**src/rtl/hex_line_formatter.sv**
```systemverilog
// hex_line_formatter
// Serialises one packed set of ASCII-hex words into a UART byte stream:
// most-significant digit first, words separated by SEP, line closed by
// CR LF (or LF only). One line is captured per transaction; the output
// byte and its valid flag are registered and hold while the sink stalls.

module hex_line_formatter #(
  parameter int         HEX_DIGIT_W = 4,
  parameter int         NUM_WORDS   = 3,
  parameter logic [7:0] SEP         = 8'h20,
  parameter int         EOL_CRLF    = 1
) (
  input  logic                              clk,
  input  logic                              rst,
  input  logic                              in_valid,
  output logic                              in_ready,
  input  logic [NUM_WORDS*HEX_DIGIT_W*8-1:0] in_ascii,
  output logic                              out_valid,
  input  logic                              out_ready,
  output logic [7:0]                        out_data,
  output logic                              busy
);

  localparam int TOTAL_W = NUM_WORDS * HEX_DIGIT_W * 8;
  localparam int WW      = (NUM_WORDS   > 1) ? $clog2(NUM_WORDS)   : 1;
  localparam int DW      = (HEX_DIGIT_W > 1) ? $clog2(HEX_DIGIT_W) : 1;

  localparam logic [WW-1:0] LAST_WORD = WW'(NUM_WORDS - 1);
  localparam logic [DW-1:0] TOP_DIGIT = DW'(HEX_DIGIT_W - 1);

  typedef enum logic [2:0] {
    ST_IDLE,
    ST_DIGIT,
    ST_SEP,
    ST_CR,
    ST_LF
  } state_t;

  state_t             state;
  logic [WW-1:0]      word_idx;
  logic [DW-1:0]      digit_idx;
  logic [TOTAL_W-1:0] cap;

  // Byte (w*HEX_DIGIT_W + d) of a packed line is digit d of word w.
  function automatic logic [7:0] pick(input logic [TOTAL_W-1:0] v,
                                      input logic [31:0]        w,
                                      input logic [31:0]        d);
    return v[(w * HEX_DIGIT_W + d) * 8 +: 8];
  endfunction

  // Ready only when idle and not being reset; independent of in_valid.
  assign in_ready = (state == ST_IDLE) && !rst;
  assign busy     = (state != ST_IDLE);

  // Line sequencer: capture on accept, then advance one byte per accepted output.
  // out_data always holds the byte for the current state, so each transition
  // loads the byte belonging to the state being entered.
  always_ff @(posedge clk) begin
    if (rst) begin
      state     <= ST_IDLE;
      out_valid <= 1'b0;
      out_data  <= '0;
      word_idx  <= '0;
      digit_idx <= '0;
      cap       <= '0;
    end else begin
      case (state)
        ST_IDLE: begin
          if (in_valid) begin
            cap       <= in_ascii;
            word_idx  <= '0;
            digit_idx <= TOP_DIGIT;
            out_data  <= pick(in_ascii, 32'd0, 32'(TOP_DIGIT));
            out_valid <= 1'b1;
            state     <= ST_DIGIT;
          end
        end

        ST_DIGIT: begin
          if (out_ready) begin
            if (digit_idx != '0) begin
              digit_idx <= digit_idx - DW'(1);
              out_data  <= pick(cap, 32'(word_idx), 32'(digit_idx - DW'(1)));
            end else if (word_idx < LAST_WORD) begin
              state    <= ST_SEP;
              out_data <= SEP;
            end else if (EOL_CRLF != 0) begin
              state    <= ST_CR;
              out_data <= 8'h0D;
            end else begin
              state    <= ST_LF;
              out_data <= 8'h0A;
            end
          end
        end

        ST_SEP: begin
          if (out_ready) begin
            state     <= ST_DIGIT;
            word_idx  <= word_idx + WW'(1);
            digit_idx <= TOP_DIGIT;
            out_data  <= pick(cap, 32'(word_idx + WW'(1)), 32'(TOP_DIGIT));
          end
        end

        ST_CR: begin
          if (out_ready) begin
            state    <= ST_LF;
            out_data <= 8'h0A;
          end
        end

        ST_LF: begin
          if (out_ready) begin
            state     <= ST_IDLE;
            out_valid <= 1'b0;
            out_data  <= '0;
            word_idx  <= '0;
            digit_idx <= '0;
          end
        end

        default: begin
          state     <= ST_IDLE;
          out_valid <= 1'b0;
          out_data  <= '0;
        end
      endcase
    end
  end

endmodule

```
**config.mk**
```make
export PLATFORM = sky130hd
export DESIGN_NAME = hex_line_formatter
export DESIGN_NICKNAME = d
export VERILOG_FILES = /design/src/rtl/hex_line_formatter.sv
export SDC_FILE = /design/constraint.sdc
export NUM_CORES = 1
export LEC_CHECK = 0
export ABC_AREA = 1
export CELL_PAD_IN_SITES_DETAIL_PLACEMENT = 0
export CELL_PAD_IN_SITES_GLOBAL_PLACEMENT = 2
export CORE_MARGIN = 3
export CORE_UTILIZATION = 29
export CTS_CLUSTER_DIAMETER = 100
export DETAILED_ROUTE_END_ITERATION = 8
export MAX_ROUTING_LAYER = met4
export PLACE_DENSITY = 0.86
export SLEW_MARGIN = 10
export SYNTH_ARGS = -nofsm -noshare
export SYNTH_HDL_FRONTEND = slang
export SYNTH_SLANG_ARGS = --single-unit
```
**constraint.sdc**
```tcl
create_clock -name clk -period 3.9 [get_ports clk]
set_input_delay 0.78 -clock clk [delete_from_list [all_inputs] [get_ports clk]]
set_output_delay 0.78 -clock clk [all_outputs]
set_load 0.01 [all_outputs]
```
==> impl_metrics.prom <==
# TYPE chip_impl_metric gauge
chip_impl_info{name="outcome",value="complete, no violations"} 1
chip_impl_metric{name="whs_path_depth",unit=""} 2
chip_impl_metric{name="timing.critical_path.fanout_max",unit=""} 20
chip_impl_metric{name="area_of_the_mapped_netlist",unit="mm2"} 0.00572
chip_impl_metric{name="slew-limit-headroom",unit="%"} 33.7
chip_impl_metric{name="placementRows",unit=""} 50
chip_impl_info{name="holdCritPathClass",value="flip-flop to flip-flop"} 1
chip_impl_info{name="timing.hold.worst_endpoint",value="cap[44]"} 1
chip_impl_info{name="grt_setup_unrepaired",value="no"} 1
chip_impl_metric{name="yosys.area_share.adder",unit="%"} 1.44
chip_impl_metric{name="die_w",unit="um"} 146
chip_impl_metric{name="max_cap_viol_count",unit=""} 0
chip_impl_metric{name="htreeDepth",unit=""} 3
chip_impl_info{name="timing.rr.start",value="word_idx[0]"} 1
chip_impl_metric{name="cts-buffers-inserted",unit=""} 9
chip_impl_metric{name="grt_pass1_vias",unit=""} 5347
chip_impl_metric{name="timing.reg2reg.setup_slack",unit="ps"} 1290
chip_impl_metric{name="total_power",unit="mW"} 3.86
chip_impl_metric{name="cts_max_path_buffers",unit=""} 2
chip_impl_metric{name="finalClockSkew",unit="ps"} 7.48
chip_impl_metric{name="muxShareOfSynthArea",unit="%"} 0
chip_impl_metric{name="yosysWarningCount",unit=""} 0
chip_impl_metric{name="synth_xor_area_share",unit="%"} 0
chip_impl_metric{name="buffer_ports.inserted",unit=""} 110
chip_impl_metric{name="synthesis.area_per_instance",unit="um2"} 7.31
chip_impl_metric{name="remaining_drc_errors",unit=""} 0
chip_impl_metric{name="reg2regPathDepth",unit=""} 10
chip_impl_metric{name="final_max_slew_viol_count",unit=""} 0
chip_impl_metric{name="ys_ff_latch",unit=""} 112
chip_impl_info{name="tritoncts",value="done"} 1
chip_impl_metric{name="worstMarginPinSlew",unit="ps"} 994
chip_impl_metric{name="cts.repair_timing.setup_buffer_count",unit=""} 0
chip_impl_metric{name="clock_latency",unit="ps"} 360
chip_impl_metric{name="fin_setup_tns",unit="ps"} 0
chip_impl_metric{name="leakage",unit="nW"} 2.73
chip_impl_metric{name="clk_pin_slew_worst_paths",unit="ps"} 70
chip_impl_metric{name="fin_crit",unit="ps"} 2610
chip_impl_info{name="worst-setup-path-type",value="flip-flop to flip-flop"} 1
chip_impl_metric{name="synth_nets",unit=""} 889
chip_impl_metric{name="layout_worst_path_cycle_share",unit="%"} 66.9
chip_impl_metric{name="cts.sinks",unit=""} 112
chip_impl_metric{name="cp.arrival",unit="ps"} 2840
chip_impl_metric{name="die_h",unit="um"} 146
chip_impl_metric{name="synth_cell_types",unit=""} 34
chip_impl_info{name="timing.rr.end",value="out_data[3]"} 1
chip_impl_metric{name="synthSimpleGateAreaFrac",unit="%"} 27.5
chip_impl_metric{name="fin_worst_hold_slack",unit="ps"} 462
chip_impl_metric{name="nNetsFinal",unit=""} 963
chip_impl_metric{name="cp.required",unit="ps"} 4130
chip_impl_metric{name="synth.yosys.seq_area_share",unit="%"} 39.2
chip_impl_metric{name="synth_compound_area_share",unit="%"} 22.2
chip_impl_metric{name="detail_route.first_pass.iterations",unit=""} 4
chip_impl_info{name="min_from",value="cap[44]"} 1
chip_impl_metric{name="core_region_area",unit="mm2"} 0.0190
chip_impl_metric{name="layout-drive-gt1-share",unit="%"} 10.4
chip_impl_metric{name="via_count",unit=""} 5324
chip_impl_info{name="layout.cells.most_common",value="sky130_fd_sc_hd__nand2_1"} 1
chip_impl_metric{name="routed_wire_length_per_instance",unit="um"} 16.4
chip_impl_metric{name="place_hpwl",unit="mm"} 13.0
chip_impl_metric{name="die_area",unit="mm2"} 0.0214
chip_impl_metric{name="flow.area_growth_from_synthesis",unit="%"} 26.3
chip_impl_metric{name="number_of_vias_per_cell",unit=""} 4.75
chip_impl_metric{name="globalRouteOverflowTotal",unit=""} 0
chip_impl_metric{name="diodes",unit=""} 0
chip_impl_info{name="most_frequent_cells_in_the_layout",value="185 x sky130_fd_sc_hd__nand2_1, 111 x sky130_fd_sc_hd__dfxtp_1, 108 x sky130_fd_sc_hd__clkdlybuf4s50_1"} 1
chip_impl_metric{name="power_density",unit="mW/mm2"} 534
chip_impl_metric{name="timing.final.hold_violations",unit=""} 0
chip_impl_metric{name="max-vdd-ir-drop",unit="V"} 0.000298
chip_impl_metric{name="largest_net_degree_at_the_start_of_global_routing",unit=""} 82
chip_impl_info{name="endpoint_kind",value="flip-flop"} 1
chip_impl_info{name="startpoint_type_of_the_worst_setup_path",value="flip-flop"} 1
chip_impl_info{name="main_combinational_cell_family_by_area_after_synthesis",value="simple AND/OR/NAND/NOR gates"} 1
chip_impl_metric{name="ctsHoldBuffers",unit=""} 0
chip_impl_info{name="root_buffer",value="sky130_fd_sc_hd__clkbuf_16"} 1
chip_impl_metric{name="fill_cells",unit=""} 2034
chip_impl_metric{name="global_route.usage.total",unit="%"} 17.7
chip_impl_metric{name="route.final.wire_length",unit="mm"} 18.4
chip_impl_metric{name="first_pass_grt_wire_length",unit="mm"} 29.5
chip_impl_metric{name="drt_iter0_drc",unit=""} 480
chip_impl_metric{name="setup-violations-final",unit=""} 0
chip_impl_metric{name="design.portCount",unit=""} 111
chip_impl_metric{name="route.antenna.remaining_nets",unit=""} 0
chip_impl_metric{name="start_util",unit="%"} 30.1
chip_impl_metric{name="fmaxAchievable",unit="GHz"} 0.383
chip_impl_metric{name="post_cts_resized",unit=""} 0
chip_impl_metric{name="antenna_found_initial",unit=""} 0
chip_impl_metric{name="syn_inst",unit=""} 783
chip_impl_metric{name="place_congestion",unit=""} 0.860
metrics by stage:
step,instance area (um2),worst slack (ps),utilization [%],instances
detailed placement,6920,1350,36.4,1106
global placement,6920,1390,36.4,1106
finish,7220,1290,38.0,1122
CTS,7220,1330,38.0,1122
global route,7220,1020,38.0,1122
floorplan,5720,1160,-,783
kinds of logic (layout without fill, tap and decap cells):
kind of cell / Yosys count / in the layout
adders and majority gates: 6 / 6
AOI/OAI and AO/OA: 177 / 177
and+or+nand+nor: 364 / 364
DFF: 112 / 112
buffers and inverters: 124 / 203
worst max-delay path by stage:
| stage | start | to | slack [ps] | cells after the start |
|---|---|---|---|---|
| final | word_idx[0] | out_data[3] | 1290 | 10 |
| after global routing | word_idx[0] | out_data[3] | 1020 | 10 |
| after CTS | word_idx[0] | out_data[3] | 1330 | 10 |
| after detailed placement | word_idx[0] | out_data[3] | 1350 | 10 |
| after global placement | rst | cap[30] | 1390 | 4 |
| after floorplan | digit_idx[0] | out_data[3] | 1160 | 16 |
cells in the mapped netlist:
cell type / instances / area, um2
sky130_fd_sc_hd__a21oi_1: 90 / 450
sky130_fd_sc_hd__o21ai_0: 24 / 120
sky130_fd_sc_hd__nand3_1: 95 / 475
sky130_fd_sc_hd__nand3_2: 1 / 10.0
sky130_fd_sc_hd__o21ai_2: 1 / 8.76
sky130_fd_sc_hd__nand4_1: 8 / 50.1
sky130_fd_sc_hd__a221oi_1: 2 / 17.5
sky130_fd_sc_hd__a211oi_1: 1 / 7.51
sky130_fd_sc_hd__nand2_2: 2 / 12.5
sky130_fd_sc_hd__clkbuf_1: 25 / 93.8
sky130_fd_sc_hd__fa_1: 1 / 20.0
sky130_fd_sc_hd__o211a_1: 1 / 10.0
sky130_fd_sc_hd__buf_1: 3 / 11.3
sky130_fd_sc_hd__nor3b_1: 1 / 7.51
sky130_fd_sc_hd__o211ai_1: 3 / 22.5
sky130_fd_sc_hd__nand2_4: 2 / 22.5
sky130_fd_sc_hd__a32oi_1: 1 / 8.76
sky130_fd_sc_hd__dfxtp_1: 112 / 2240
sky130_fd_sc_hd__o21ai_1: 1 / 5.00
sky130_fd_sc_hd__a22oi_1: 6 / 45.0
sky130_fd_sc_hd__ha_1: 5 / 62.6
sky130_fd_sc_hd__nor2_4: 4 / 45.0
sky130_fd_sc_hd__inv_2: 4 / 15.0
sky130_fd_sc_hd__a211oi_2: 44 / 551
sky130_fd_sc_hd__buf_4: 8 / 60.1
sky130_fd_sc_hd__nor2_1: 65 / 244
sky130_fd_sc_hd__o21bai_1: 1 / 7.51
sky130_fd_sc_hd__nor3_2: 1 / 10.0
sky130_fd_sc_hd__nand2_1: 185 / 694
sky130_fd_sc_hd__buf_2: 18 / 90.1
sky130_fd_sc_hd__a21oi_2: 1 / 8.76
sky130_fd_sc_hd__buf_6: 5 / 56.3
sky130_fd_sc_hd__a31oi_1: 1 / 6.26
sky130_fd_sc_hd__inv_1: 61 / 229
worst max-delay path, cell delays in order, from the launching register on:
cell and delay [ps]:
sky130_fd_sc_hd__dfxtp_1 690, sky130_fd_sc_hd__ha_1 280, sky130_fd_sc_hd__fa_1 540, sky130_fd_sc_hd__nor2_1 460, sky130_fd_sc_hd__nand3_1 140, sky130_fd_sc_hd__nand4_1 110
sky130_fd_sc_hd__nand2_1 50, sky130_fd_sc_hd__nand2_1 60, sky130_fd_sc_hd__nand2_1 40, sky130_fd_sc_hd__nand2_1 50, sky130_fd_sc_hd__a21oi_1 50
final cells by class:
cell class,count,area (um2),share of cell area (%)
Clock buffer,11,243,3.36
Inverter,65,244,3.38
Clock inverter,5,56.3,0.779
Sequential cell,112,2240,31.1
Multi-Input combinational cell,547,2930,40.5
Tap cell,260,325,4.50
Timing Repair Buffer,122,1180,16.4
metal layers:
metal	up-vias	GRT usage, %	part of all wire, %
met1	2451	24.9	51
li1	2749	-	-
met4	0	4.56	1.5
met2	109	26.4	43
met3	15	3.20	4.8
met5	-	-	0
registers in the layout, indices dropped and copies added, names as in the netlist:
signal     count
cap           96
out_data       8
state          3
digit_idx      2
word_idx       2
out_valid      1
where the power goes:
part | switching [mW] | total (mW) | internal [mW]
registers | 0.0778 | 1.37 | 1.29
clock network | 0.436 | 0.952 | 0.516
logic | 1.01 | 1.54 | 0.533
(Power assumes the default switching activity.)
